**src/rtl/result_stream_fifo.sv**
```systemverilog
// Result-word FIFO with sequence tagging, a registered output stage and a valid/ready drain.
// Samples that arrive while the FIFO is full are counted and flagged as overflow.
module result_stream_fifo #(
    parameter  int DW     = 32,
    parameter  int DEPTH  = 16,
    parameter  int SEQ_W  = 16,
    parameter  int DROP_W = 8,
    localparam int PTR_W  = $clog2(DEPTH),
    localparam int LVL_W  = PTR_W + 1
) (
    input  logic              clk,
    input  logic              rst,
    input  logic [DW-1:0]     in,
    input  logic              in_valid,
    output logic [DW-1:0]     out_data,
    output logic [SEQ_W-1:0]  out_seq,
    output logic              out_valid,
    input  logic              out_ready,
    output logic [LVL_W-1:0]  level,
    output logic              overflow,
    output logic [DROP_W-1:0] drop_cnt
);

    logic [DW+SEQ_W-1:0] mem [DEPTH];

    logic [PTR_W-1:0]  wr_ptr_q, wr_ptr_d;
    logic [PTR_W-1:0]  rd_ptr_q, rd_ptr_d;
    logic [LVL_W-1:0]  level_q, level_d;
    logic [SEQ_W-1:0]  seq_q, seq_d;
    logic              overflow_q, overflow_d;
    logic [DROP_W-1:0] drop_cnt_q, drop_cnt_d;
    logic              out_valid_q, out_valid_d;
    logic [DW-1:0]     out_data_q, out_data_d;
    logic [SEQ_W-1:0]  out_seq_q, out_seq_d;

    logic              pop, push, full, load;
    logic [LVL_W-1:0]  mem_cnt;
    logic [DW+SEQ_W-1:0] head_word;

    always_comb begin
        pop       = out_valid_q & out_ready;
        full      = (level_q == LVL_W'(DEPTH));
        push      = in_valid & (~full | pop);
        // level counts the output register too; mem_cnt is what still sits in storage
        mem_cnt   = level_q - LVL_W'(out_valid_q);
        load      = (mem_cnt != '0) & (~out_valid_q | pop);
        head_word = mem[rd_ptr_q];

        wr_ptr_d    = wr_ptr_q;
        rd_ptr_d    = rd_ptr_q;
        seq_d       = seq_q;
        overflow_d  = overflow_q;
        drop_cnt_d  = drop_cnt_q;
        out_valid_d = out_valid_q;
        out_data_d  = out_data_q;
        out_seq_d   = out_seq_q;
        level_d     = level_q + LVL_W'(push) - LVL_W'(pop);

        if (push) begin
            wr_ptr_d = wr_ptr_q + 1'b1;
        end
        if (load) begin
            rd_ptr_d    = rd_ptr_q + 1'b1;
            out_valid_d = 1'b1;
            out_data_d  = head_word[DW+SEQ_W-1:SEQ_W];
            out_seq_d   = head_word[SEQ_W-1:0];
        end else if (pop) begin
            out_valid_d = 1'b0;
        end
        if (in_valid) begin
            seq_d = seq_q + 1'b1;
            if (!push) begin
                overflow_d = 1'b1;
                if (drop_cnt_q != '1) begin
                    drop_cnt_d = drop_cnt_q + 1'b1;
                end
            end
        end
    end

    // storage has no reset so it can map onto RAM
    always_ff @(posedge clk) begin
        if (push) begin
            mem[wr_ptr_q] <= {in, seq_q};
        end
    end

    always_ff @(posedge clk or negedge rst) begin
        if (!rst) begin
            wr_ptr_q    <= '0;
            rd_ptr_q    <= '0;
            level_q     <= '0;
            seq_q       <= '0;
            overflow_q  <= 1'b0;
            drop_cnt_q  <= '0;
            out_valid_q <= 1'b0;
            out_data_q  <= '0;
            out_seq_q   <= '0;
        end else begin
            wr_ptr_q    <= wr_ptr_d;
            rd_ptr_q    <= rd_ptr_d;
            level_q     <= level_d;
            seq_q       <= seq_d;
            overflow_q  <= overflow_d;
            drop_cnt_q  <= drop_cnt_d;
            out_valid_q <= out_valid_d;
            out_data_q  <= out_data_d;
            out_seq_q   <= out_seq_d;
        end
    end

    assign out_data  = out_data_q;
    assign out_seq   = out_seq_q;
    assign out_valid = out_valid_q;
    assign level     = level_q;
    assign overflow  = overflow_q;
    assign drop_cnt  = drop_cnt_q;

endmodule
```
**config.mk**
```make
export PLATFORM = sky130hd
export DESIGN_NAME = result_stream_fifo
export DESIGN_NICKNAME = d
export VERILOG_FILES = /design/src/rtl/result_stream_fifo.sv
export SDC_FILE = /design/constraint.sdc
export NUM_CORES = 1
export LEC_CHECK = 0
export BUFFER_PORTS_ARGS = -buffer_cell sky130_fd_sc_hd__buf_2
export CORE_UTILIZATION = 42
export CTS_CLUSTER_SIZE = 25
export DETAILED_ROUTE_END_ITERATION = 10
export PLACE_DENSITY_LB_ADDON = 0.05
export SKIP_LAST_GASP = 1
export SYNTH_ARGS = -nofsm -noshare
export SYNTH_HDL_FRONTEND = slang
export SYNTH_SLANG_ARGS = --single-unit
```
**constraint.sdc**
```tcl
create_clock -name clk -period 7.2 [get_ports clk]
set_input_delay 1.44 -clock clk [delete_from_list [all_inputs] [get_ports clk]]
set_output_delay 1.44 -clock clk [all_outputs]
set_load 0.05 [all_outputs]
```
# --- Word-level counts from Yosys, hierarchy flattened ---
# Memories as Yosys holds them, arrays and structs flattened. A register that Yosys moved wholly into a read port is not among the register bits.
# Cells that the tools add are included.
op_classes:
  n_addsub: 7
  n_mux: 4
  bitwise: 8
  eq_ne: 2
  reduce_logical: 5
op_table:
  columns: ["cell", "count"]
  rows:
  - ["$add 16x1->16 const B", 1]
  - ["$sub 5x1->5", 2]
  - ["$add 4x1->4 const B", 2]
  - ["$add 8x1->8 const B", 1]
  - ["$ne 8x8->1 const B", 1]
  - ["$add 5x1->5", 1]
  - ["$eq 5x5->1 const B", 1]
  - ["$reduce_bool 5->1", 1]
  - ["$mux 1", 4]
  - ["$and 1x1->1", 3]
  - ["$not 1->1", 3]
  - ["$reduce_and 3->1", 1]
  - ["$or 1x1->1", 2]
  - ["$reduce_and 2->1", 1]
  - ["$reduce_bool 2->1", 1]
  - ["$logic_not 1->1", 1]
totals:
  inputBits: 36
  memories: 1
  ram_bits: 768
  output_inout_bits: 63
  register_bits: 39
mem_list:
  columns: ["memory", "depth", "width", "read_ports", "rd_clocked_by_memory_dff", "wr", "line", "source"]
  rows:
  - ["mem", 16, 48, 1, 1, 1, "24", "logic [DW+SEQ_W-1:0] mem [DEPTH];"]

# --- Longest topological paths before layout ---
# Gate-level depths: netlist of the first run.
depth:
  word_depth: 6
  depth_mapped: 15
  depth_no_buf: 15

# --- Worst setup path before layout of the first run ---
# No wires, ideal clock.
synth_timing:
  path_kind: "input to register"
  start: "input in_valid"
  end: "memory mem[3][0] in the netlist's numbering, enable pin"
  cell_stages: 4
  setup_slack_ns: 1.001
  t_arrival_ns: 5.686
  setup_ns: 0.513
  path_cell_list: "clkbuf_1 > a21boi_1 > nand2_1 > nor3_1"
synth_between:
  elab_chain_cells: 3
synth_lines:
  columns: ["element", "line", "source"]
  rows:
  - ["start: declaration", "14", "input logic in_valid,"]
  - ["$and 1x1->1", "43", "push = in_valid & (~full | pop);"]
  - ["$mux 1", "83", "if (push) begin"]
  - ["$mux 1 (not written as such)", "84", "mem[wr_ptr_q] <= {in, seq_q};"]
  - ["end: declaration", "24", null]
# No other way between the ends.

==> results of run 1 <==
## worst max-delay path by stage
stage	cells after the start	endpoint	from
floorplan	4	mem[3][0]	in_valid
global placement	6	mem[7][46]	in_valid
detailed placement	6	mem[7][45]	in_valid
CTS	5	out_data[21]	rd_ptr_q[0]
global route	5	out_data[21]	rd_ptr_q[0]
finish	5	out_data[17]	rd_ptr_q[0]
## registers in the layout, indices dropped and copies added, names as in the netlist
signal and cells:
mem 768, out_data 32, out_seq 16, seq_q 16, drop_cnt 8, level 5
rd_ptr_q 4, wr_ptr_q 4, out_valid 1, overflow 1
## metal layers
layer / vias up / track usage / wire [µm]
li1: 6417 / - / -
met1: 8229 / 0.301 / 36900
met2: 300 / 0.302 / 35200
met3: 104 / 0.0333 / 3040
met4: 0 / 0.0535 / 1720
met5: - / 0 / 0
## layout by cell type (no fill, tap or decap), types with 2 or more instances in the layout
cell type | netlist | routed
bufinv_16 | 0 | 5
nor2_4 | 0 | 13
a22oi_1 | 96 | 96
and3_1 | 2 | 2
clkbuf_8 | 0 | 3
clkinv_2 | 0 | 20
ha_1 | 16 | 16
buf_2 | 6 | 97
nor2_1 | 27 | 14
mux4_2 | 192 | 192
xnor2_1 | 19 | 19
nor3_1 | 7 | 3
buf_4 | 6 | 31
clkbuf_1 | 26 | 16
inv_1 | 14 | 14
inv_6 | 0 | 2
xor2_1 | 13 | 13
edfxtp_1 | 768 | 768
nor3_2 | 0 | 4
and3b_1 | 3 | 3
nand3_1 | 9 | 9
mux2_2 | 20 | 20
clkinvlp_4 | 0 | 4
a21boi_1 | 2 | 2
inv_16 | 0 | 2
clkbuf_16 | 0 | 93
nand4_1 | 9 | 9
nand2b_1 | 4 | 4
dfrtp_4 | 0 | 2
clkinv_1 | 0 | 23
diode_2 | 0 | 2
mux2_4 | 30 | 30
dfrtp_1 | 87 | 85
nand2_1 | 63 | 63
buf_12 | 0 | 4
nor2b_4 | 0 | 3
## through the flow
step                      setup slack, ns  total power [W]  instances
final                                3.64           0.0158       2729
after CTS                            3.53           0.0160       2727
after global placement               3.11           0.0115       2557
after floorplan                      1.00          0.00993       1468
after detailed placement             3.13           0.0115       2557
after global routing                 3.38           0.0165       2728
## kinds of logic after synthesis
| family | Yosys count |
|---|---|
| AOI/OAI and AO/OA | 104 |
| xor gates and xnor gates | 32 |
| adders and majority gates | 17 |
| buffers and inverters | 87 |
| DFF | 855 |
| muxes | 243 |
| and+or+nand+nor | 130 |
## where the power goes
| group | switching [W] | leakage (nW) | internal, W | total [W] |
|---|---|---|---|---|
| Combinational | 0.00279 | 3.01 | 0.00184 | 0.00463 |
| Sequential | 0.000491 | 7.89 | 0.00617 | 0.00666 |
| Clock | 0.00192 | 1.41 | 0.00258 | 0.00451 |
## worst reg2reg max path: cells and delay by family, from the launching register on
kind / cells / cell delay (ns)
AOI/OAI and AO/OA: 1 / 0.42
buffers and inverters: 1 / 0.91
DFF: 1 / 1.07
muxes: 2 / 0.94
and+or+nand+nor: 1 / 0.10
## final cells by class
type / count / area [µm²]
fillers: 6213 / 39200
repair buffers: 132 / 798
inverters: 14 / 52.6
flip-flops and latches: 855 / 25200
multi-input cells: 526 / 7030
well taps: 1030 / 1290
clock buffers: 112 / 2430
clock inverters: 58 / 449
diodes: 2 / 5.00
==> impl_metrics.yaml, run 1 <==
pwr:
  cellPowerDensity_nw_per_um2: 423
  p_leak_nw: 12.3
  peakVddDrop_mv: 0.281
sta:
  max_slew.worst_pin.slew_ns: 1.05
  slew_headroom: 0.300
  rsz0062_at_grt: "no"
  whs_ns: 0.475
  clock.fmax_mhz: 281
  drv_slew: 0
  finalSetupTns_ns: 0
  min_period_ns: 3.56
  hold_violations: 0
  skew_ns: 0.0204
  fin_crit_sh: 0.494
  setup_viol_count_final: 0
place:
  place_area_um2: 34400
  gp_congestion: 0.719
  io_buffers: 98
  dp_hpwl_um: 44100
grt:
  grt_pass1_wl_um: 112000
  track_usage: 0.200
  grt_pass1_vias: 15745
  grt_max_degree: 77
  antenna_found_initial: 3
  grt.overflow.total: 0
layout:
  stdcell_area_um2: 37300
  layout-drive-gt1-share: 0.313
  finalNetCount: 1673
  syn2layout_area_growth_pct: 14.3
  fin_util: 0.488
synthesis:
  ys_top_cells_by_area: "edfxtp_1, mux4_2, dfrtp_1, a22oi_1, mux2_4"
  syn_area_um2: 32600
  syn_area_per_cell_um2: 22.2
  synthArstFlopShare: 0.102
  synth_xor_area_frac: 0.00859
  synth_edf_count: 768
  synth_fa_ha_area_frac: 0.00675
  synth_top_cell_area_share: 0.707
  netlist_instances: 1468
  synthMuxAreaShare: 0.154
  ys_warn_count: 0
  synth-seq-area-share: 0.774
  synth_compound_area_frac: 0.0244
  yosys-top-cells-count: "edfxtp_1, mux4_2, a22oi_1"
  ys_ff_latch: 855
  synthFlopType: "edfxtp_1"
  synth_nets: 1521
  yosys.area_share.simple: 0.0179
  synth.most_common_cell: "edfxtp_1"
  synth_largest_area_cell: "edfxtp_1"
  synth_cell_types: 36
  synth_top_family_by_area: "multiplexers"
clocking:
  post-cts-setup-buffers: 0
  path_clk_slew_ns: 0.06
  numCtsBuffers: 91
  hold_buffers: 0
  clk_latency_ns: 0.65
  cts_buffer_depth: 3
  cts_resized: 0
  cts_root_buf: "clkbuf_16"
  htreeDepth: 3
  cts_tree: "built"
  numClockSinks: 855
worst_setup_path:
  cpLargestDelayFamily: "flip-flops"
  r2r_start: "rd_ptr_q[0]"
  reg2reg_to: "out_data[17]"
  ff2ff_path_depth: 5
  cp_cell_sequence: "buf_4, mux4_2, a22oi_1, nand2_1, mux2_4"
  cp_slowest_cell: "dfrtp_4"
  crit_type: "flop to flop"
  critPathMaxFanout: 45
  worst_setup_path_end_kind: "flop"
  critPathArrivalTime_ns: 4.08
  critPathLaunchType: "flop"
  path_buf_inv: 1
  cp.required_ns: 7.72
  max_stage_delay_ns: 1.07
  reg2reg_slack_ns: 3.64
routing:
  drt-wirelength-per-cell_um: 28.1
  vias: 15050
  route.detailed.drc: 0
  avgViaCountPerCell: 5.51
  drt-initial-drc-count: 1203
  drt_wl_total_um: 76800
  ant_nets: 0
  first_pass_iters: 5
floorplan:
  row_count: 101
  ioPinCount: 99
  die_width_um: 281
  dieArea_um2: 78800
  core_um2: 76500
  start_util: 0.427
  dieHeight_um: 281
worst_hold_path:
  hold_class: "flop to flop"
  worst_hold_path.num_cells: 1
  hold_end: "overflow"
  min-delay-start: "overflow"
job:
  cap_viol_max_count: 0
status:
  status: "finished clean"
(Power assumes the default switching activity.)
==> run 2: changes to the inputs <==
- ABC_AREA: default -> 1
- clock period: 7.2 -> 3.2 ns (I/O delays scaled with it)
==> impl_metrics.yaml, run 2 <==
status:
  status: "finished clean"
layout:
  nFillCells: 7970
  layout-drive-gt1-share: 0.0953
  finalNetCount: 3705
  largest_reg_flops: 768
  final_cell_mix: "nand2_1, edfxtp_1, inv_1"
  multi_input_area_um2: 8440
  antenna_cells: 0
  ff_latch_area_um2: 25300
  stdcell_count: 4889
  syn2layout_area_growth_pct: 13.8
  layout_commonest_cell: "nand2_1"
  max_flop_register: "mem"
worst_setup_path:
  critPathLaunchType: "flop"
  reg2reg_slack_ns: 0.60
  crit_type: "flop to flop"
  worst_setup_path_end_kind: "flop"
  critPathMaxFanout: 22
  r2r_start: "level[2]"
  ff2ff_path_depth: 9
  critPathArrivalTime_ns: 2.87
  cp.required_ns: 3.47
  reg2reg_to: "mem[0][10]"
sta:
  hold_violations: 0
  drv_slew: 0
  rsz0062_at_grt: "no"
  min_period_ns: 2.60
  max_slew.worst_pin.slew_ns: 1.10
  clock.fmax_mhz: 385
  slew_headroom: 0.267
  fin_crit_sh: 0.812
  skew_ns: 0.0202
  setup_slack_ns: 0.600
  setup_viol_count_final: 0
synthesis:
  yosys.area_share.simple: 0.209
  synth_edf_count: 768
  synthArstFlopShare: 0.102
  synth_compound_area_frac: 0.00249
  synth-seq-area-share: 0.678
  yosys-top-cells-count: "nand2_1, edfxtp_1, inv_1"
  synth.most_common_cell: "nand2_1"
  synthFlopType: "edfxtp_1"
  synth_top_cell_area_share: 0.620
  synth_largest_area_cell: "edfxtp_1"
  syn_area_per_cell_um2: 10.4
  syn_area_um2: 37200
  ys_warn_count: 0
  netlist_instances: 3568
  ys_top_cells_by_area: "edfxtp_1, nand2_1, nand3_1, inv_1, dfrtp_1"
  synth_fa_ha_area_frac: 0.00592
  synthMuxAreaShare: 0
  synth_top_family_by_area: "simple AND/OR/NAND/NOR gates"
  synth_xor_area_frac: 0.00565
  synth_nets: 3621
  synth_cell_types: 36
  ys_ff_latch: 855
floorplan:
  ioPinCount: 99
  dieHeight_um: 300
  die_width_um: 300
  start_util: 0.426
  row_count: 108
  dieArea_um2: 89800
  core_um2: 87300
place:
  gp_congestion: 0.769
  io_buffers: 98
  placed_cells: 4710
  dp_hpwl_um: 47800
  pre_cts_ws_ns: 0.543
clocking:
  cts_resized: 0
  clk_latency_ns: 0.64
  numClockSinks: 855
  cts_root_buf: "clkbuf_16"
  hold_buffers: 1
  cts_buffer_depth: 3
  path_clk_slew_ns: 0.06
  post-cts-setup-buffers: 0
  htreeDepth: 3
  cts_tree: "built"
  numCtsBuffers: 94
routing:
  avgViaCountPerCell: 4.89
  topRoutingLayerUsed: "met4"
  drt-initial-drc-count: 1643
  ant_nets: 0
  route.detailed.drc: 0
  drt-wirelength-per-cell_um: 19.1
  vias: 23900
  drt-met1-wl_um: 43000
  wl_met2_um: 44100
  first_pass_iters: 5
  drt_wl_total_um: 93200
  wl_met3_um: 4150
pwr:
  p_leak_nw: 18.3
  peakVddDrop_mv: 0.612
  cellPowerDensity_nw_per_um2: 904
grt:
  grt.overflow.total: 0
  grt_pass1_vias: 23779
  grt_pass1_wl_um: 143000
  antenna_found_initial: 3
  grt_max_degree: 196
  track_usage: 0.210
worst_hold_path:
  hold_end: "mem[13][41]"
  worst_hold_path.num_cells: 1
  hold_class: "input port to flop"
  min-delay-start: "in[25]"
job:
  cap_viol_max_count: 0
-- run 2: worst max-delay path by stage --
stage,startpoint,endpoint,slack [ns],cells past startpoint
floorplan,level[2],mem[0][0],-0.07,7
global placement,out_ready,mem[0][18],0.53,9
detailed placement,out_ready,mem[0][18],0.54,9
CTS,level[2],mem[0][11],0.59,9
global route,level[2],mem[0][10],0.42,9
finish,level[2],mem[0][10],0.60,9
-- run 2: where the power goes --
| group | total [W] | internal (W) | switching (W) |
|---|---|---|---|
| sequential | 0.0145 | 0.0138 | 0.000639 |
| combinational | 0.0128 | 0.00353 | 0.00929 |
| clock | 0.0110 | 0.00664 | 0.00438 |
| total | 0.0383 | 0.0240 | 0.0143 |
-- run 2: logic make-up (layout without fill, tap and decap cells) --
| logic type | count (synthesis) | in the layout |
|---|---|---|
| DFF | 855 | 855 |
| buffers and inverters | 887 | 1053 |
| AOI/OAI and AO/OA | 17 | 17 |
| xor gates and xnor gates | 24 | 24 |
| adders and majority gates | 17 | 17 |
| and+or+nand+nor | 1768 | 1768 |
-- run 2: layout make-up --
type,instances,share of cell area
well taps,1155,0.0341
clock inverters,48,0.0112
flip-flops and latches,855,0.596
clock buffers,130,0.0640
multi-input cells,1826,0.199
inverters,715,0.0638
repair buffers,160,0.0315
-- run 2: through the flow --
step / hold slack (ns) / util / total power (W) / instance area (µm²) / TNS, ns
2_1_floorplan: 0.344 / - / 0.0237 / 37300 / -47.59
3_3_place_gp: 0.458 / 0.449 / 0.0275 / 39200 / 0
3_5_place_dp: 0.460 / 0.449 / 0.0277 / 39200 / 0
4_1_cts: 0.350 / 0.485 / 0.0388 / 42400 / 0
5_1_grt: 0.370 / 0.485 / 0.0406 / 42400 / 0
6_report: 0.377 / 0.485 / 0.0383 / 42400 / 0
-- run 2: per-layer routing --
layer  track usage  vias up
met2         0.349      517
met4        0.0595        0
li1              -    11635
met1         0.292    11625
met5             0        -
met3        0.0257      123
-- run 2: critical path, stage by stage (launching register included) --
cell and delay [ns]:
dfrtp_1 0.42, inv_1 0.12, ha_1 0.24, nand4_1 0.13, nand2_1 0.09, buf_4 0.18
inv_1 0.16, nand2_1 0.26, nor2_4 0.20, buf_4 0.43
==> run 3: changes to the inputs <==
- clock period: 3.2 -> 2.5 ns (I/O delays scaled with it)
==> impl_metrics.yaml, run 3 (same netlist as run 2, synthesis figures left out) <==
status:
  status: "finished clean"
pwr:
  p_leak_nw: 18.6
  cellPowerDensity_nw_per_um2: 1160
  peakVddDrop_mv: 0.890
clocking:
  numCtsBuffers: 94
  cts_root_buf: "clkbuf_16"
  path_clk_slew_ns: 0.06
  numClockSinks: 855
  htreeDepth: 3
  post-cts-setup-buffers: 0
  cts_tree: "built"
  clk_latency_ns: 0.64
  cts_buffer_depth: 3
sta:
  rsz0062_at_grt: "no"
  finalSetupTns_ns: 0
  setup_viol_count_final: 0
  clock.fmax_mhz: 423
  max_slew.worst_pin.slew_ns: 0.692
  hold_violations: 0
  slew_headroom: 0.538
  drv_slew: 0
  fin_crit_sh: 0.946
  min_period_ns: 2.37
  whs_ns: 0.244
  skew_ns: 0.0200
worst_hold_path:
  min-delay-start: "in[26]"
  worst_hold_path.num_cells: 1
  hold_end: "mem[4][42]"
  hold_class: "input port to flop"
grt:
  antenna_found_initial: 1
  grt.overflow.total: 0
  track_usage: 0.221
  grt_pass1_vias: 24132
  grt_max_degree: 114
  grt_pass1_wl_um: 149000
worst_setup_path:
  critPathMaxFanout: 2
  crit_path_frequent_cell: "ha_1"
  r2r_start: "level[2]"
  cp_slowest_cell: "dfrtp_2"
  worst_setup_path_end_kind: "flop"
  cp_cell_sequence: "inv_2, ha_1, nand4_1, nand2_2, ha_1, inv_1, ha_1, inv_1, fa_1, o21ai_0, a21oi_1, xor2_1"
  crit_type: "flop to flop"
  ff2ff_path_depth: 12
  reg2reg_to: "level[4]"
  cp.required_ns: 3.02
  startpoint: "level[2]"
  reg2reg_slack_ns: 0.13
  critPathArrivalTime_ns: 2.88
  max_stage_delay_ns: 0.41
  critPathLaunchType: "flop"
floorplan:
  ioPinCount: 99
  start_util: 0.426
  dieArea_um2: 89800
  dieHeight_um: 300
  die_width_um: 300
  core_um2: 87300
  row_count: 108
routing:
  route.detailed.drc: 0
  vias: 24262
  drt-initial-drc-count: 1690
  avgViaCountPerCell: 4.92
  ant_nets: 0
  drt_wl_total_um: 97800
  first_pass_iters: 5
  drt-wirelength-per-cell_um: 19.8
layout:
  layout-drive-gt1-share: 0.106
  nFillCells: 7909
  layout_commonest_cell: "nand2_1"
  largest_reg_flops: 768
  syn2layout_area_growth_pct: 15.5
  stdcell_count: 4930
  finalNetCount: 3749
  max_flop_register: "mem"
  fin_util: 0.493
  final_cell_mix: "nand2_1, edfxtp_1, inv_1"
  antenna_cells: 0
place:
  io_buffers: 98
  gp_congestion: 0.817
  dp_hpwl_um: 54200
  placed_cells: 4754
job:
  cap_viol_max_count: 0
==> run 3: what timing repair did <==
action                                 4_1_cts  5_1_grt
setup endpoints to repair                    0        1
hold buffers                                 1        0
endpoints found under the hold margin       75        0
resized for setup                            0        0
==> run 3: critical path, delay by kind of cell, from the launching register on <==
kind / cells / cell delay (ns)
flops: 1 / 0.41
xor+xnor: 1 / 0.14
simple gates: 2 / 0.26
compound gates: 2 / 0.25
fa+ha+maj: 4 / 0.99
buf+inv: 3 / 0.20
==> run 3: cell type report <==
cell class | instances | area (µm²) | area share
Multi-Input combinational cell | 1826 | 8470 | 0.197
Inverter | 715 | 2700 | 0.0628
Clock inverter | 50 | 553 | 0.0129
Sequential cell | 855 | 25300 | 0.587
Tap cell | 1155 | 1450 | 0.0336
Timing Repair Buffer | 204 | 2020 | 0.0469
Clock buffer | 125 | 2570 | 0.0598
==> run 3: per-stage QoR <==
stage	area [µm²]	setup slack, ns	total power, W
3_3_place_gp	39900	0.0381	0.0363
5_1_grt	43000	0.00500	0.0529
6_report	43000	0.134	0.0501
4_1_cts	43000	0.125	0.0507
2_1_floorplan	37400	0.0149	0.0304
3_5_place_dp	39900	0.0994	0.0365
==> run 3: layer usage <==
metal / part of all wire / wire (µm) / track usage / vias up
li1: - / - / - / 11727
met1: 0.46 / 45300 / 0.311 / 11858
met2: 0.47 / 45500 / 0.359 / 562
met3: 0.054 / 5290 / 0.0357 / 113
met4: 0.017 / 1660 / 0.0526 / 2
met5: 0.00013 / 13 / 0 / -
==> run 3: worst max path at each step <==
stage	endpoint	slack, ns	cells after the start
after detailed placement	level[4]	0.1	12
after global routing	level[4]	0.005	12
after CTS	level[4]	0.12	12
after global placement	level[4]	0.04	12
final	level[4]	0.13	12
after floorplan	level[4]	0.01	12
==> run 3: power by group <==
part / internal, W / leakage (nW) / switching, W
combinational: 0.00514 / 9.01 / 0.0124
sequential: 0.0177 / 8.07 / 0.000749
clock: 0.00846 / 1.53 / 0.00562
total: 0.0313 / 18.6 / 0.0188
